==> src/rtl/relu_pool2x2.sv <==
// ReLU with saturation followed by 2x2/stride-2 max pooling over a raster-ordered feature map.
// Optional per-pixel ReLU bypass is compiled in with `define RELU_POOL_BYPASS_EN.
module relu_pool2x2 #(
    parameter int DATA_W = 32,
    parameter int MAX_W  = 64,
    parameter int CNT_W  = 10
) (
    input  logic              clk,
    input  logic              rst,
    input  logic              clear,
    input  logic [CNT_W-1:0]  map_w,
    input  logic [CNT_W-1:0]  map_h,
`ifdef RELU_POOL_BYPASS_EN
    input  logic              bypass,
`endif
    input  logic              conv_ack,
    input  logic [DATA_W-1:0] conv_r,
    input  logic [DATA_W-1:0] conv_g,
    input  logic [DATA_W-1:0] conv_b,
    output logic [DATA_W-1:0] pool_out,
    output logic              pool_valid,
    output logic              frame_done,
    output logic              cfg_err
);

    localparam int BUF_D = MAX_W / 2;
    localparam int IDX_W = (BUF_D > 1) ? $clog2(BUF_D) : 1;

    typedef enum logic {
        S_EVEN = 1'b0,
        S_ODD  = 1'b1
    } state_t;

    state_t state;
    state_t state_next;

    logic [CNT_W-1:0]  w_q;
    logic [CNT_W-1:0]  h_q;
    logic [CNT_W-1:0]  col;
    logic [CNT_W-1:0]  row;
    logic [DATA_W-1:0] pair;
    logic [DATA_W-1:0] line_buf [BUF_D];

    logic              byp;
    logic              accept;
    logic              take;
    logic              col_odd;
    logic              col_last;
    logic              row_last;
    logic [IDX_W-1:0]  buf_idx;
    logic              cfg_bad;

    logic signed [DATA_W+1:0] sum;
    logic [DATA_W-1:0] relu;
    logic [DATA_W-1:0] pm;
    logic [DATA_W-1:0] line_val;
    logic [DATA_W-1:0] win_max;

    logic              buf_we;
    logic              pool_fire;
    logic              frame_fire;

`ifdef RELU_POOL_BYPASS_EN
    assign byp = bypass;
`else
    assign byp = 1'b0;
`endif

    // clear has priority over a coincident pixel, which is dropped.
    assign accept   = conv_ack & ~clear & ~cfg_err;
    assign take     = accept & ~byp;

    assign col_odd  = col[0];
    assign col_last = (col == w_q - CNT_W'(1));
    assign row_last = (row == h_q - CNT_W'(1));
    assign buf_idx  = IDX_W'(col >> 1);

    assign cfg_bad  = map_w[0] | map_h[0]
                    | (map_w < CNT_W'(2)) | (map_h < CNT_W'(2))
                    | (map_w > CNT_W'(MAX_W));

    // Two guard bits make the three-way sum of signed inputs overflow-free.
    assign sum = $signed({{2{conv_r[DATA_W-1]}}, conv_r})
               + $signed({{2{conv_g[DATA_W-1]}}, conv_g})
               + $signed({{2{conv_b[DATA_W-1]}}, conv_b});

    localparam logic signed [DATA_W+1:0] SAT = {3'b000, {(DATA_W-1){1'b1}}};

    always_comb begin
        if (sum[DATA_W+1]) begin
            relu = '0;
        end else if (sum > SAT) begin
            relu = {1'b0, {(DATA_W-1){1'b1}}};
        end else begin
            relu = sum[DATA_W-1:0];
        end
    end

    // Values are non-negative after ReLU, so unsigned compares give the max.
    assign pm       = (relu > pair) ? relu : pair;
    assign line_val = line_buf[buf_idx];
    assign win_max  = (pm > line_val) ? pm : line_val;

    always_ff @(posedge clk or posedge rst) begin
        if (rst) begin
            state <= S_EVEN;
        end else if (clear) begin
            state <= S_EVEN;
        end else begin
            // NOTE: all clocked state uses non-blocking assignments so every register samples pre-edge values.
            state <= state_next;
        end
    end

    always_comb begin
        // NOTE: every output of this block gets a default first so no path can infer a latch.
        state_next = state;
        buf_we     = 1'b0;
        pool_fire  = 1'b0;
        frame_fire = 1'b0;
        if (take) begin
            case (state)
                S_EVEN: begin
                    if (col_odd) begin
                        buf_we = 1'b1;
                    end
                    if (col_last) begin
                        state_next = S_ODD;
                    end
                end
                S_ODD: begin
                    if (col_odd) begin
                        pool_fire  = 1'b1;
                        frame_fire = col_last & row_last;
                    end
                    if (col_last) begin
                        state_next = S_EVEN;
                    end
                end
                default: state_next = S_EVEN;
            endcase
        end
    end

    always_ff @(posedge clk or posedge rst) begin
        if (rst) begin
            w_q     <= '0;
            h_q     <= '0;
            cfg_err <= 1'b1;
        end else if (clear) begin
            w_q     <= map_w;
            h_q     <= map_h;
            cfg_err <= cfg_bad;
        end
    end

    // The final pixel of a frame wraps both counters so the next frame needs no clear.
    always_ff @(posedge clk or posedge rst) begin
        if (rst) begin
            col <= '0;
            row <= '0;
        end else if (clear) begin
            col <= '0;
            row <= '0;
        end else if (take) begin
            if (col_last) begin
                col <= '0;
                row <= row_last ? '0 : row + CNT_W'(1);
            end else begin
                col <= col + CNT_W'(1);
            end
        end
    end

    always_ff @(posedge clk or posedge rst) begin
        if (rst) begin
            pair <= '0;
        end else if (clear) begin
            pair <= '0;
        end else if (take && !col_odd) begin
            pair <= relu;
        end
    end

    // NOTE: the line buffer has no reset; each entry is written on an even row before any odd row reads it.
    always_ff @(posedge clk) begin
        if (buf_we) begin
            line_buf[buf_idx] <= pm;
        end
    end

    always_ff @(posedge clk or posedge rst) begin
        if (rst) begin
            pool_out   <= '0;
            pool_valid <= 1'b0;
            frame_done <= 1'b0;
        end else begin
            pool_valid <= 1'b0;
            frame_done <= 1'b0;
            if (accept && byp) begin
                pool_out   <= relu;
                pool_valid <= 1'b1;
            end else if (pool_fire) begin
                pool_out   <= win_max;
                pool_valid <= 1'b1;
                frame_done <= frame_fire;
            end
        end
    end

endmodule

==> config.mk <==
export PLATFORM = sky130hd
export DESIGN_NAME = relu_pool2x2
export DESIGN_NICKNAME = d
export VERILOG_FILES = /design/src/rtl/relu_pool2x2.sv
export SDC_FILE = /design/constraint.sdc
export NUM_CORES = 2
export LEC_CHECK = 0
export CAP_MARGIN = 10
export CORE_ASPECT_RATIO = 0.5
export CORE_MARGIN = 1
export CORE_UTILIZATION = 28
export CTS_CLUSTER_DIAMETER = 60
export DETAILED_ROUTE_END_ITERATION = 8
export RECOVER_POWER = 50
export SLEW_MARGIN = 20
export SYNTH_ARGS = -nofsm -noshare
export SYNTH_HDL_FRONTEND = slang
export SYNTH_SLANG_ARGS = --single-unit
==> constraint.sdc <==
create_clock -name clk -period 7.1 [get_ports clk]
set_input_delay 1.42 -clock clk [delete_from_list [all_inputs] [get_ports clk]]
set_output_delay 1.42 -clock clk [all_outputs]
set_load 0.03 [all_outputs]
### Word level (Yosys, flattened, before mapping)

Memory sizes are Yosys's and may differ from the RTL's.
Index checks and enable logic that the tools add are counted.
Widths: inputs -> output; s select.

* $lt $le $gt $ge: 6
* bitwise operators: 10
* multiplexer cells: 30
* equal/unequal tests: 2
* add/subtract/negate cells: 6
* reductions and logical operators: 6

Operators with widths (count)
* $mux 32: 6
* $mux 10: 7
* $gt 32x32->1: 2
* $add 33x32->34: 1
* $gt 34x32->1 const B: 1
* $add 32x32->33: 1
* $add 10x1->10 const B: 2
* $eq 10x10->1: 2
* $lt 10x2->1 const B: 2
* $sub 10x1->10 const B: 2
* $mux 1: 16
* $gt 10x7->1 const B: 1
* $reduce_bool 2->1: 3
* $or 1x1->1: 4
* $and 1x1->1: 3
* $not 1->1: 3
* $pmux 1 s2: 1
* $reduce_and 2->1: 1
* $logic_and 1x1->1: 1
* $logic_not 1->1: 1

* flip-flop bits (word level): 108
* memories kept: 1
* memory bits (writable): 1024
* word-level logic and storage cells: 71
* input port bits: 120

Memory list
* line_buf: words 32, width 32, rd ports 1, clocked after Yosys merged registers in 0, wr ports 1, line 42 `logic [DATA_W-1:0] line_buf [BUF_D];`

### Logic depth before layout (Yosys ltp)

* depth in word-level cells: 9
* mapped depth: 39
* gate-level depth less buffers: 35

### Worst setup path before layout

Ideal clock, no wire load.

* path type: input port to flip-flop
* from: input conv_r[1]
* to: register pool_out[8]
* arrival: 9113 ps
* path buffers: 5
* slack: -2144 ps
* stages: 38
* cell sequence: inv_1 -> fa_1 -> inv_1 -> ha_1 -> inv_1 -> fa_1 -> nand2b_1 -> a21o_1 -> a211oi_1 -> o21bai_1 -> and3_1 -> o21ai_1 -> nand4_1 -> nand2_1 -> buf_2 -> nand2_1 -> ha_1 -> a21o_1 -> [... 2 more ...] -> a2111oi_0 -> o31ai_1 -> and2_1 -> buf_4 -> clkbuf_1 -> a21oi_1 -> nor2_1 -> ha_1 -> a211oi_1 -> o21bai_1 -> a211oi_1 -> o21ai_0 -> nor4_1 -> nor2_1 -> buf_2 -> buf_1 -> a311oi_1 -> o22ai_1

* word-level cells in the longest chain between the ends: 9

Ends and longest elaborated chain
* from (decl): line 17 `input logic [DATA_W-1:0] conv_r,`
* $add 32x32->33 (*): line 84 `+ $signed({{2{conv_g[DATA_W-1]}}, conv_g})`
* $add 33x32->34 (*): line 85 `+ $signed({{2{conv_b[DATA_W-1]}}, conv_b});`
* $gt 34x32->1: line 92 `end else if (sum > SAT) begin`
* $mux 32: line 92
* $mux 32 (*): line 90 `if (sum[DATA_W+1]) begin`
* $gt 32x32->1: line 100 `assign pm = (relu > pair) ? relu : pair;`
* $mux 32 (*): line 100
* named net pm[25]: line 55 `logic [DATA_W-1:0] pm;`
* $gt 32x32->1 (*): line 102 `assign win_max = (pm > line_val) ? pm : line_val;`
* $mux 32 (*): line 102
* to (signal assigned): line 201 `pool_out <= relu;`
* to (signal assigned): line 204 `pool_out <= win_max;`
* to (decl): line 20 `output logic [DATA_W-1:0] pool_out,`

Mark *: on every way through the listed nets, which the timed path passes. The rest lies on a longest branch.
A chain may end at the register's enable or synchronous reset.

### Worst setup path in the final report

* from: input conv_g[15]
* to: register pool_out[28]

* word-level cells in the longest chain between the ends: 9

Ends and longest elaborated chain
* from (decl): line 18 `input logic [DATA_W-1:0] conv_g,`
* $add 32x32->33 (*): line 84
* $add 33x32->34 (*): line 85
* $gt 34x32->1: line 92
* $mux 32: line 92
* $mux 32 (*): line 90
* $gt 32x32->1: line 100
* $mux 32 (*): line 100
* named net pm[29]: line 55
* $gt 32x32->1 (*): line 102
* $mux 32 (*): line 102

Marked as above.

==> results.env <==
STATUS='finished with violations'
VIOLATIONS='capacitance limit, slew limit, setup timing'
CP.BUFFERS_INVERTERS=8
MAXSLEWVIOLCOUNT=150
CELLPOWERDENSITY_mW_PER_MM2=297
DIE-WIDTH_UM=591
IR_DROP_uV=191
WORST_SETUP_PATH_START_KIND='input port'
FINAL.SETUP.WORST_SLACK_NS=-0.858
FINAL.MIN_CLOCK_PERIOD_NS=7.96
DIE_AREA_SQ_MM=0.175
GRT.OVERFLOW.TOTAL=0
CLKTRANSATPATHREGS_NS=0.07
HTREE_NUM_LEVELS=3
MULTI_INPUT_AREA_SQ_MM=0.0164
CRITICAL_PATH_REQUIRED_NS=7.66
ASYNC_FLOP_SHARE_PCT=9.54
NUMPORTBUFFERS=154
WORST-SETUP-PATH-TYPE='in -> reg'
IO_PINS=155
GRT.TOTAL_USAGE_PCT=16.3
DPL.CELL_COUNT=5424
CRITPATHTOPFAMILY='compound AO/OA/AOI/OAI gates'
AREA.GROWTH.SYNTH_TO_FINAL_PCT=27.3
CLOCK_LATENCY_AT_THE_LATER_PIN_OF_THE_WORST_SKEW_PAIR_NS=0.72
DP_HPWL_UM=90200
GRT_ANTENNA_BEFORE_REPAIR=3
WORST_EP_ARRIVAL_TIME_NS=8.51
POST_SYNTH_MOST_FREQUENT_CELLS='sky130_fd_sc_hd__edfxtp_1 (1024), sky130_fd_sc_hd__mux4_2 (256), sky130_fd_sc_hd__nor2_1 (145)'
TIMING.SLEW.HEADROOM_PCT=-52.5
FF2FF_PATH_DEPTH=14
WORST_HOLD_PATH_TYPE='reg -> reg'
FRACTION_OF_SYNTHESIZED_CELL_AREA_TAKEN_BY_THE_TOP_AREA_CELL_TYPE_PCT=63.3
CRIT_SLOWEST_CELL='sky130_fd_sc_hd__fa_1'
TNS_NS=-24.01
CELLLEAKAGEPOWER_nW=20.3
CRITPATHMAXFANOUT=23
SYN_AREA_PER_CELL_SQ_UM=17.5
TRITONCTS_CLOCK_TREE='done'
TIMING.CRITICAL_PATH.TO_TYPE='flip-flop'
MIN_DELAY_PATH_DEPTH=2
VIAS=29411
SYNTH_NETS=3035
FILLCELLCOUNT=15768
GRT_SETUP_UNREPAIRED='true'
YS_WARN_COUNT=0
FINAL_CELLS=5714
WORSTREG2REGSTART='col[1]'
POST_ROUTE_SKEW_NS=0.0738
WEIGHTED_CONGESTION_REPORTED_AT_THE_END_OF_ROUTABILITY_DRIVEN_PLACEMENT=0.856
DIEHEIGHT_UM=296
SYNTH.FF_LATCH_COUNT=1132
DETAIL_ROUTE.DRC_VIOLATIONS=0
LAYOUT.NETS=3586
CTS_BUFFERS=111
YS_SEQ_AREA_SHARE_PCT=68.9
MAX-CAP-VIOLATIONS=3
MAIN_AREA_CONTRIBUTORS_AFTER_SYNTHESIS='sky130_fd_sc_hd__edfxtp_1 (63%), sky130_fd_sc_hd__mux4_2 (12%), sky130_fd_sc_hd__dfrtp_1 (5.5%)'
TRANSITION_TIME_AT_THE_PIN_WITH_THE_LEAST_SLEW_MARGIN_NS=2.29
GRT_PASS1_WL_UM=208000
MIN_DELAY_WORST_ENDPOINT='cfg_err'
FIN_CRIT_SH_PCT=112
SYNTHESIZED_NETLIST_CELL_COUNT=2782
POST_ROUTE_CELLS_DRIVE_ABOVE_1_SHARE_PCT=35.0
CRIT-REG2REG-CAPTURE='pool_out[28]'
TOTAL_POWER_OF_THE_FINAL_LAYOUT_W=0.0183
FLOORPLAN.INITIALDENSITY_PCT=28.4
CORE.ROWCOUNT=107
DETAIL_ROUTE.WIRELENGTH_UM=146000
CLOCKROOTBUFFER='sky130_fd_sc_hd__clkbuf_16'
CLOCK_PATH_BUFFERS=3
DP_SLACK_NS=-2.48
DESIGN.CORE.AREA_SQ_MM=0.171
SEQUENTIAL_CELL_AREA_SQ_MM=0.0335
CTS_HOLD_BUFFERS=0
WORST_HOLD_STARTPOINT='cfg_err'
CTS.SINKS=1132
GRT_MAX_DEGREE=75
SYNTH_AREA_SQ_MM=0.0486
SETUP_VIOL=32
ROUTEDWLPERCELL_UM=25.5
SYNTH_EDF_COUNT=1024
YOSYS.CELL_COUNT.TOP_TYPE='sky130_fd_sc_hd__edfxtp_1'
CORE_OCCUPANCY_IN_THE_FINISHED_LAYOUT_PCT=36.1
VIAS_IN_THE_FIRST_GLOBAL_ROUTE=29731
ROUTED_VIA_DENSITY=5.15
DRT_FIRST_ITER_VIOLATIONS=2963
YS_DOMINANT_REG_CELL='sky130_fd_sc_hd__edfxtp_1'
BIGGEST_AREA_CONSUMER_AMONG_SYNTHESIZED_CELLS='sky130_fd_sc_hd__edfxtp_1'
FINAL_HOLD_VIOL_COUNT=0
MAX_STAGE_DELAY_NS=0.59
TIMING.REG2REG.SETUP_SLACK_NS=1.68
ANTENNA_CELLS=0
DRT_PRE_ANTENNA_ITERS=5
MAX_CLOCK_FREQ_MHz=126
REMAINING_ANTENNA_VIOLATION_COUNT_AFTER_ROUTING=0
YOSYS.CELL_TYPES.COUNT=97
kinds of logic after synthesis:
family	synth area share, %
flops	68.9
simple gates	5.08
compound gates	6.93
mux	12.3
buf+inv	1.85
fa+ha+maj	3.94
xor+xnor	1.05
other cells	0.00772
metrics by stage:
stage	instance area, sq um	hold slack [ns]
2_1_floorplan	49100	0.456
3_3_place_gp	55800	0.478
3_5_place_dp	55800	0.488
4_1_cts	61300	0.501
5_1_grt	61800	0.523
6_report	61800	0.499
worst min-delay path, stage by stage (launching register included):
cell and delay, ns:
sky130_fd_sc_hd__dfstp_2 0.37, sky130_fd_sc_hd__nor2_1 0.08, sky130_fd_sc_hd__a31oi_1 0.05
area by class of cell:
class	instances	share of cell area (%)
Multi-Input combinational cell	1440	26.5
Clock buffer	136	4.74
Tap cell	2289	4.63
Inverter	63	0.397
Sequential cell	1132	54.1
Clock inverter	69	1.36
Timing Repair Buffer	585	8.25
how the worst max path moves through the flow:
stage,from,end,cells past startpoint
after floorplan,conv_r[1],pool_out[28],37
after global placement,conv_r[1],pool_out[12],39
after detailed placement,conv_r[1],pool_out[12],39
after CTS,conv_r[1],pool_out[10],39
after global routing,conv_r[1],pool_out[28],39
final,conv_g[15],pool_out[28],33
routing by layer:
layer,wire length [um],track usage (%)
met4,3730,4.16
met2,70500,27.4
met1,59400,21.7
met3,12200,2.90
met5,10,0
state kept, by name, summed over array words and instances (netlist names), 10 cells and up:
name      flops
pool_out     32
col          10
w_q          10
line_buf   1024
h_q          10
row          10
pair         32
layout by cell type, fill, tap and decap left out, types with 16 or more instances in the layout:
cell                              Yosys  layout
sky130_fd_sc_hd__nor3_1              34      18
sky130_fd_sc_hd__and4_1              21      21
sky130_fd_sc_hd__xnor2_1             35      33
sky130_fd_sc_hd__buf_4                7     378
sky130_fd_sc_hd__clkinv_1             0      21
sky130_fd_sc_hd__mux4_2             256     256
sky130_fd_sc_hd__mux2_2              16      16
sky130_fd_sc_hd__nand2_1            137     121
sky130_fd_sc_hd__dfrtp_1            107     105
sky130_fd_sc_hd__edfxtp_1          1024    1024
sky130_fd_sc_hd__a31oi_1             30      26
sky130_fd_sc_hd__o21ai_1             41      34
sky130_fd_sc_hd__nand4_1             23      23
sky130_fd_sc_hd__clkdlybuf4s50_1      0      53
sky130_fd_sc_hd__xor2_1              19      19
sky130_fd_sc_hd__clkinv_2             0      20
sky130_fd_sc_hd__ha_4                 0      48
sky130_fd_sc_hd__nand3_1             29      23
sky130_fd_sc_hd__a21oi_2              2      22
sky130_fd_sc_hd__ha_1               100      50
sky130_fd_sc_hd__a21oi_1             91      59
sky130_fd_sc_hd__nor2_1             145      88
sky130_fd_sc_hd__o21ai_0             43      42
sky130_fd_sc_hd__and3_1              29      24
sky130_fd_sc_hd__inv_1               63      53
sky130_fd_sc_hd__fa_1                33      20
sky130_fd_sc_hd__clkbuf_1            66      23
sky130_fd_sc_hd__clkbuf_16            0     114
sky130_fd_sc_hd__buf_12               0      19
sky130_fd_sc_hd__a22oi_1            103     103
sky130_fd_sc_hd__nor2_4               0      47
sky130_fd_sc_hd__dlygate4sd3_1        0      36
sky130_fd_sc_hd__dlygate4sd2_1        0      37
sky130_fd_sc_hd__buf_6                1      28
power breakdown:
| group | internal, W | switching (W) |
|---|---|---|
| clock | 0.00350 | 0.00256 |
| sequential | 0.00811 | 0.0000184 |
| combinational | 0.00173 | 0.00243 |
| total | 0.0133 | 0.00501 |
repair_timing:
| item | in CTS | in global routing |
|---|---|---|
| setup endpoints to repair | 137 | 32 |
| setup buffers | 59 | 24 |
| gates cloned | 3 | 3 |
| pin swaps | 153 | 40 |
| gates resized for setup | 314 | 75 |
No activity file was read; power rests on OpenSTA's default activity.
